==> config.mk <==
export PLATFORM = sky130hd
export DESIGN_NAME = pre_neuron_hist_bank
export DESIGN_NICKNAME = d
export VERILOG_FILES = /design/src/rtl/pre_neuron_hist_bank.sv
export SDC_FILE = /design/constraint.sdc
export NUM_CORES = 2
export LEC_CHECK = 0
export BUFFER_PORTS_ARGS = -buffer_cell sky130_fd_sc_hd__buf_2
export CORE_MARGIN = 2
export CORE_UTILIZATION = 50
export CTS_BUF_LIST = sky130_fd_sc_hd__clkbuf_4 sky130_fd_sc_hd__clkbuf_8 sky130_fd_sc_hd__clkbuf_16
export DETAILED_ROUTE_END_ITERATION = 8
export GPL_TIMING_DRIVEN = 0
export PLACE_DENSITY = 0.76
export SYNTH_ARGS = -nofsm -noshare
export SYNTH_HDL_FRONTEND = slang
export SYNTH_SLANG_ARGS = --single-unit
==> constraint.sdc <==
create_clock -name CLK -period 3.1 [get_ports CLK]
set_clock_uncertainty 0.05 [all_clocks]
set_input_delay 0.31 -clock CLK [delete_from_list [all_inputs] [get_ports CLK]]
set_output_delay 0.31 -clock CLK [all_outputs]
set_load 0.02 [all_outputs]
==> src/rtl/pre_neuron_hist_bank.sv <==
// Purpose : per-neuron pre-synaptic spike-time bitmap bank (set on spike, read on query, swept clear on time reference).
// Latency : events write in 1 cycle; query data 1 cycle after accept; clear sweep takes N_NEUR cycles.
// Backpr. : evt_ready/qry_ready are high in IDLE and low for the whole clear sweep; nothing is queued.
//
// Ports:
//   CLK, RST_sync                  rising-edge clock, synchronous active-high reset
//   evt_valid/evt_ready, evt_addr, current_time_step
//                                  spike event: sets bit current_time_step of row evt_addr
//   qry_valid/qry_ready, qry_addr  row read request
//   qry_rdata_valid, qry_hist, qry_cnt
//                                  registered read data (bitmap + popcount), held until next query
//   time_ref_event, clr_busy, clr_done
//                                  start / status of the sequential row-clear sweep
//   ts_err                         pulse: accepted event carried an out-of-range time step
//
// Build option: define PRE_NEUR_HIST_POPCNT_EN to enable the popcount on qry_cnt;
// when it is undefined the popcount logic is absent and qry_cnt reads 0.
module pre_neuron_hist_bank #(
  parameter int N_NEUR    = 256,
  parameter int TIME_STEP = 8,
  parameter int CNT_WIDTH = $clog2(TIME_STEP + 1)
) (
  input  logic                         CLK,
  input  logic                         RST_sync,
  input  logic                         evt_valid,
  output logic                         evt_ready,
  input  logic [$clog2(N_NEUR)-1:0]    evt_addr,
  input  logic [$clog2(TIME_STEP)-1:0] current_time_step,
  input  logic                         qry_valid,
  output logic                         qry_ready,
  input  logic [$clog2(N_NEUR)-1:0]    qry_addr,
  output logic                         qry_rdata_valid,
  output logic [TIME_STEP-1:0]         qry_hist,
  output logic [CNT_WIDTH-1:0]         qry_cnt,
  input  logic                         time_ref_event,
  output logic                         clr_busy,
  output logic                         clr_done,
  output logic                         ts_err
);

  localparam int AW  = $clog2(N_NEUR);
  localparam int TSW = $clog2(TIME_STEP);
  localparam logic [AW-1:0] LAST_ROW = AW'(N_NEUR - 1);

  typedef enum logic {S_IDLE, S_CLEAR} state_t;

  state_t               state_q, state_d;
  logic [AW-1:0]        clr_ptr_q, clr_ptr_d;
  logic [TIME_STEP-1:0] hist_q [N_NEUR];
  logic [TIME_STEP-1:0] hist_d [N_NEUR];
  logic                 rdv_q, rdv_d;
  logic [TIME_STEP-1:0] qry_hist_q, qry_hist_d;
  logic [CNT_WIDTH-1:0] qry_cnt_q, qry_cnt_d;
  logic                 ts_err_q, ts_err_d;

  logic                 evt_acc;
  logic                 qry_acc;
  logic                 ts_ok;
  logic [TIME_STEP-1:0] rd_row;
  logic [CNT_WIDTH-1:0] rd_cnt;

  assign evt_ready = (state_q == S_IDLE);
  assign qry_ready = (state_q == S_IDLE);
  assign clr_busy  = (state_q == S_CLEAR);
  // Last sweep cycle is the one that clears row N_NEUR-1.
  assign clr_done  = (state_q == S_CLEAR) && (clr_ptr_q == LAST_ROW);

  assign evt_acc = evt_valid & evt_ready;
  assign qry_acc = qry_valid & qry_ready;

  // Read from the pre-write array so a same-cycle event is not visible to the query.
  assign rd_row = hist_q[qry_addr];

  // Out-of-range time steps only exist when TIME_STEP is not a power of two.
  generate
    if ((1 << TSW) > TIME_STEP) begin : g_ts_chk
      assign ts_ok = (current_time_step < TSW'(TIME_STEP));
    end else begin : g_ts_all_legal
      assign ts_ok = 1'b1;
    end
  endgenerate

`ifdef PRE_NEUR_HIST_POPCNT_EN
  always_comb begin
    rd_cnt = '0;
    for (int i = 0; i < TIME_STEP; i++) begin
      rd_cnt = rd_cnt + CNT_WIDTH'(rd_row[i]);
    end
  end
`else
  assign rd_cnt = '0;
`endif

  always_comb begin
    state_d    = state_q;
    clr_ptr_d  = clr_ptr_q;
    hist_d     = hist_q;
    rdv_d      = qry_acc;
    qry_hist_d = qry_hist_q;
    qry_cnt_d  = qry_cnt_q;
    ts_err_d   = 1'b0;

    if (qry_acc) begin
      qry_hist_d = rd_row;
      qry_cnt_d  = rd_cnt;
    end

    if (evt_acc) begin
      if (ts_ok) begin
        hist_d[evt_addr][current_time_step] = 1'b1;
      end else begin
        ts_err_d = 1'b1;
      end
    end

    case (state_q)
      S_IDLE: begin
        if (time_ref_event) begin
          state_d   = S_CLEAR;
          clr_ptr_d = '0;
        end
      end
      S_CLEAR: begin
        // time_ref_event is deliberately ignored here: no restart, no queueing.
        hist_d[clr_ptr_q] = '0;
        if (clr_ptr_q == LAST_ROW) begin
          state_d   = S_IDLE;
          clr_ptr_d = '0;
        end else begin
          clr_ptr_d = clr_ptr_q + 1'b1;
        end
      end
      default: state_d = S_IDLE;
    endcase
  end

  always_ff @(posedge CLK) begin
    if (RST_sync) begin
      state_q    <= S_IDLE;
      clr_ptr_q  <= '0;
      rdv_q      <= 1'b0;
      qry_hist_q <= '0;
      qry_cnt_q  <= '0;
      ts_err_q   <= 1'b0;
      for (int i = 0; i < N_NEUR; i++) begin
        hist_q[i] <= '0;
      end
    end else begin
      state_q    <= state_d;
      clr_ptr_q  <= clr_ptr_d;
      rdv_q      <= rdv_d;
      qry_hist_q <= qry_hist_d;
      qry_cnt_q  <= qry_cnt_d;
      ts_err_q   <= ts_err_d;
      hist_q     <= hist_d;
    end
  end

  assign qry_rdata_valid = rdv_q;
  assign qry_hist        = qry_hist_q;
  assign qry_cnt         = qry_cnt_q;
  assign ts_err          = ts_err_q;

endmodule

Word level (Yosys, flattened, before mapping):

Cells that the tools add are included.

* flip-flop bits (word level): 2066
* output and inout bits: 18

* multiplexer cells: 17
* reductions and logical operators: 4
* magnitude comparators: 7
* equal/unequal tests: 2
* bitwise logic cells: 9
* add/sub/neg operators: 1

Operators by type and width (count)
* two-way mux 2048 bit: 2
* AND 2048 bit: 1
* inverter 2048 bit: 1
* OR 2048 bit: 1
* demux 8 bit (select 8 bit): 2
* binary-select mux 8 bit (select 8 bit): 1
* two-way mux 8 bit: 6
* >= comparator 9 bit, second input constant: 3
* inverter 8 -> 9 bit: 3
* < comparator 9 x 1 -> 1 bit, second input constant: 2
* case mux 8 bit (2 select lines): 1
* adder 8 x 1 -> 8 bit, second input constant: 1
* equality test 8 bit, second input constant: 1
* logical AND 1 bit: 4
* < comparator 3 x 4 -> 1 bit, second input constant: 1
* demux 1 bit (select 3 bit): 1
* >= comparator 3 x 1 -> 1 bit, second input constant: 1
* two-way mux 1 bit: 3
* AND 1 bit: 2
* inequality test 2 x 1 -> 1 bit, second input constant: 1
* case mux 1 bit (2 select lines): 1
* inverter 1 bit: 1

Longest topological paths before layout:

* depth in word-level cells: 10
* mapped depth: 12

Least setup slack after synthesis:

Ideal clock, no wire load.

* path kind: register -> register
* start: register clr_ptr_q[0]
* end: register state_q (netlist: clr_busy)
* data required time: 2.924 ns
* cell stages (with the launch flop): 10
* path buffers: 3
* arrival: 2.066 ns
* clock period less this slack: 2.242 ns
* path slack: 0.858 ns
* path through: dfxtp_1 > ha_1 > clkbuf_1 > and2_1 > clkbuf_1 > nand2_1 > nor2_1 > or2_2 > clkbuf_1 > nor2_1

* longest elaborated chain between the ends: 3

Ends and longest elaborated chain
* start, declared: line 48 `logic [AW-1:0] clr_ptr_q, clr_ptr_d;`
* start signal, assigned: line 150 `clr_ptr_q <= clr_ptr_d;`
* equality test 8 bit: line 126 `if (clr_ptr_q == LAST_ROW) begin`
* two-way mux 1 bit: line 126
* case mux 1 bit (2 select lines): line 116 `case (state_q)`
* end signal, assigned: line 149 `state_q <= state_d;`
* end, declared: line 47 `state_t state_q, state_d;`

Every way passes these cells.
A chain may end at the register's enable or synchronous reset.

Worst setup path after layout:

* start: input port qry_addr[2]
* end: register qry_hist_q[2] (netlist: qry_hist[2])

* longest elaborated chain between the ends: 4

Ends and longest elaborated chain
* start, declared: line 31 `input logic [$clog2(N_NEUR)-1:0] qry_addr,`
* inverter 8 -> 9 bit (implied by the code): line 72 `assign rd_row = hist_q[qry_addr];`
* binary-select mux 8 bit (select 8 bit): line 72
* two-way mux 8 bit (implied by the code) (2 in series): line 72
* end signal, assigned: line 152 `qry_hist_q <= qry_hist_d;`
* end, declared: line 52 `logic [TIME_STEP-1:0] qry_hist_q, qry_hist_d;`

Every way passes these cells. The select of a mux whose other input is x is not followed.

==> impl_metrics.json <==
{
  "outcome": "finished with violations",
  "failed_checks": "capacitance limit, slew limit, setup timing",
  "placed_cell_area_um2": 85300,
  "critical_path.most_common_cell": "buf_2",
  "static-leakage-power_nw": 34.7,
  "worst_vdd_ir_uv": 649,
  "synth-warning-count": 0,
  "highest_utilization_routing_layer_at_the_global_route_stage": "met2",
  "cpMaxStageDelayCell": "a221oi_1",
  "grt_use_met3": 0.247,
  "cts_buffers": 207,
  "holdCritPathClass": "in2reg",
  "drtIter0Drc": 15200,
  "wire_length_reported_by_the_detailed_router_mm": 423,
  "whs_endpoint": "clr_ptr_q[4]",
  "arrival_ns": 4.27,
  "min_period_ns": 3.52,
  "synth_enable_flop_cells": 0,
  "final_common_cell": "nor2_1",
  "core-area_um2": 163000,
  "yosys_most_used_dff": "dfxtp_1",
  "yosys.cell_types.count": 66,
  "grt_start_max_net_pins": 17,
  "final_max_slew_viol_count": 9,
  "drt_pre_antenna_iters": 7,
  "worstSetupPathType": "in2reg",
  "reg2reg_slack_ns": -0.36,
  "r2r-start": "clr_busy",
  "number_of_buffers_inserted_by_port_buffering": 34,
  "cts_sinks": 2066,
  "timing.critical_path.to_type": "register",
  "ys_seq_elements": 2066,
  "finalSetupViolCount": 236,
  "hold_startpoint": "time_ref_event",
  "critical_path_cell_sequence": "buf_2, clkbuf_4, buf_6, inv_1, buf_2, buf_8, clkbuf_2, a221oi_1, o21ai_0, a22oi_2, nand4_1, o211ai_2",
  "rr_endpoint": "qry_hist[2]",
  "grtUsageMet1": 0.593,
  "die-area_um2": 167000,
  "worst_slack_ns": -0.417,
  "synthesis.area_um2": 81900,
  "grt.met2_usage": 0.648,
  "synth_seq_area_share": 0.505,
  "worst-endpoint-required_ns": 3.85,
  "report.power.total_w": 0.0579,
  "postSynthAreaPerCell_um2": 9.34,
  "worst-r2r-cell-count": 6,
  "global_route.overflow_total": 0,
  "whs_path_depth": 3,
  "final_util": 0.576,
  "start_util": 0.503,
  "die-height_um": 409,
  "dp_hpwl_mm": 300,
  "nNetsFinal": 9062,
  "fin_area_um2": 93800,
  "clock_tree_from_tritoncts": "done",
  "gp_congestion": 1.09,
  "std_cell_rows": 148,
  "layout.filler_cells": 14100,
  "post_drt_wl_per_cell_um": 37.1,
  "drtAntennaViolNets": 0,
  "ctsRootBufferMaster": "clkbuf_16",
  "clock.fmax_ghz": 0.284,
  "htreeDepth": 4,
  "cts.clk_slew.worst_paths_ns": 0.07,
  "finalCritPeriodShare": 1.13,
  "global_router_s_overall_resource_usage": 0.490,
  "critical_path.startpoint_type": "primary input",
  "worst-path-max-fanout": 10,
  "antenna_found_initial": 37,
  "worstSkewPairLatency_ns": 0.91,
  "tightest_slew_ns": 1.67,
  "drive_above_1_share": 0.132,
  "areaGrowthSynthToFinish_pct": 14.4,
  "final_hold_viol_count": 0,
  "clockBufferDepth": 3,
  "post_synth_inst_count": 8773,
  "slowest_delay_ns": 0.50,
  "via_count_of_the_first_global_routing_pass": 71600,
  "pwr_density_cell_nw_per_um2": 617,
  "cap_violations": 1,
  "asyncSetResetFlopFracSynth": 0,
  "drt-vias-per-instance": 6.97,
  "grt_pass1_wl_mm": 570,
  "final_cell_mix": "nor2_1, a21oi_1, dfxtp_1",
  "relSlewSlack": -0.111,
  "routed_vias": 79600,
  "dieWidth_um": 409,
  "io-pin-count": 42,
  "rsz_0062_raised_after_global_routing": "yes",
  "drc_errors": 0
}
power breakdown:
part	switching [W]	internal [W]	leakage, nW	total [W]
Combinational	0.00326	0.000833	14.5	0.00409
Sequential	0.0000227	0.0266	16.6	0.0266
Clock	0.0116	0.0157	3.66	0.0272
worst max-delay path: cells and delay by family:
family          cells  cell delay (ns)
compound gates      4             1.34
buf+inv             7             2.16
simple gates        1             0.39
registers in the layout (all words and copies together), names as in the netlist:
signal           flops
hist_q            2048
clr_ptr_q            8
qry_hist             8
clr_busy             1
qry_rdata_valid      1
cell type report:
type | instances | area [um^2] | area share
Clock buffer | 305 | 6250 | 0.0666
Inverter | 8 | 33.8 | 0.000360
Antenna cell | 42 | 105 | 0.00112
Clock inverter | 71 | 1090 | 0.0116
Multi-Input combinational cell | 6148 | 38400 | 0.410
Timing Repair Buffer | 58 | 571 | 0.00608
Sequential cell | 2066 | 41400 | 0.441
Tap cell | 2175 | 2720 | 0.0290
Buffer | 545 | 3210 | 0.0342
through the flow:
stage,cells,setup TNS (ns),setup WS (ns),hold WS [ns]
floorplan,8777,0,0.858,0.361
global route,11400,-0.145,-0.0743,0.214
global placement,11000,-1689.98,-2.83,0.388
finish,11400,-11.01,-0.417,0.255
detailed placement,11000,-1259.91,-2.20,0.398
CTS,11400,0,0.00850,0.148
Yosys cell counts (22+ instances only):
library cell	number	share of area
buf_6	44	0.0060
mux2_2	31	0.0043
a211oi_1	49	0.0045
mux4_2	272	0.075
a21o_1	60	0.0055
a22oi_1	26	0.0024
a221oi_1	45	0.0048
nand2_1	83	0.0038
nor2b_1	22	0.0017
mux2i_1	400	0.049
nor3_1	29	0.0018
mux4_1	48	0.015
buf_4	34	0.0031
dfxtp_1	2066	0.50
a21oi_1	2109	0.13
o22ai_1	107	0.0082
clkbuf_1	393	0.018
nand3_1	37	0.0023
buf_2	35	0.0021
o21ai_0	62	0.0038
o221ai_1	83	0.0089
nor2_1	2339	0.11
o21bai_1	191	0.017
cells by family after synthesis:
| family | synth area share |
|---|---|
| AO/OA/AOI/OAI | 0.192 |
| XOR/XNOR | 0.000107 |
| adder cells (fa/ha/maj) | 0.000611 |
| buffers and inverters | 0.0365 |
| flip-flops | 0.505 |
| multiplexers | 0.143 |
| other | 0.0000458 |
| AND/OR/NAND/NOR | 0.123 |
worst max path at each step:
stage,depth (start not counted),start,end,slack (ns)
floorplan,9,clr_ptr_q[0],clr_busy,0.86
global placement,9,qry_addr[2],qry_hist[1],-2.83
detailed placement,9,qry_addr[4],qry_hist[2],-2.20
CTS,10,qry_addr[5],qry_hist[3],0.009
global route,10,qry_addr[4],qry_hist[7],-0.07
finish,12,qry_addr[2],qry_hist[2],-0.42
routing by layer:
metal | wire, um | vias to the layer above
li1 | - | 31800
met1 | 147000 | 38500
met2 | 162000 | 7270
met3 | 72300 | 2002
met4 | 41600 | 44
met5 | 513 | -
what timing repair did:
| action | in CTS | in global routing |
|---|---|---|
| endpoints found under the setup margin | 2024 | 624 |
| gates resized for setup | 271 | 114 |
| buffers inserted | 2 | 0 |
| pin swaps | 2 | 3 |
| endpoints found under the hold margin | 7 | 0 |
| hold buffers | 3 | 0 |
Note: power is estimated with default switching activity, not from simulation.
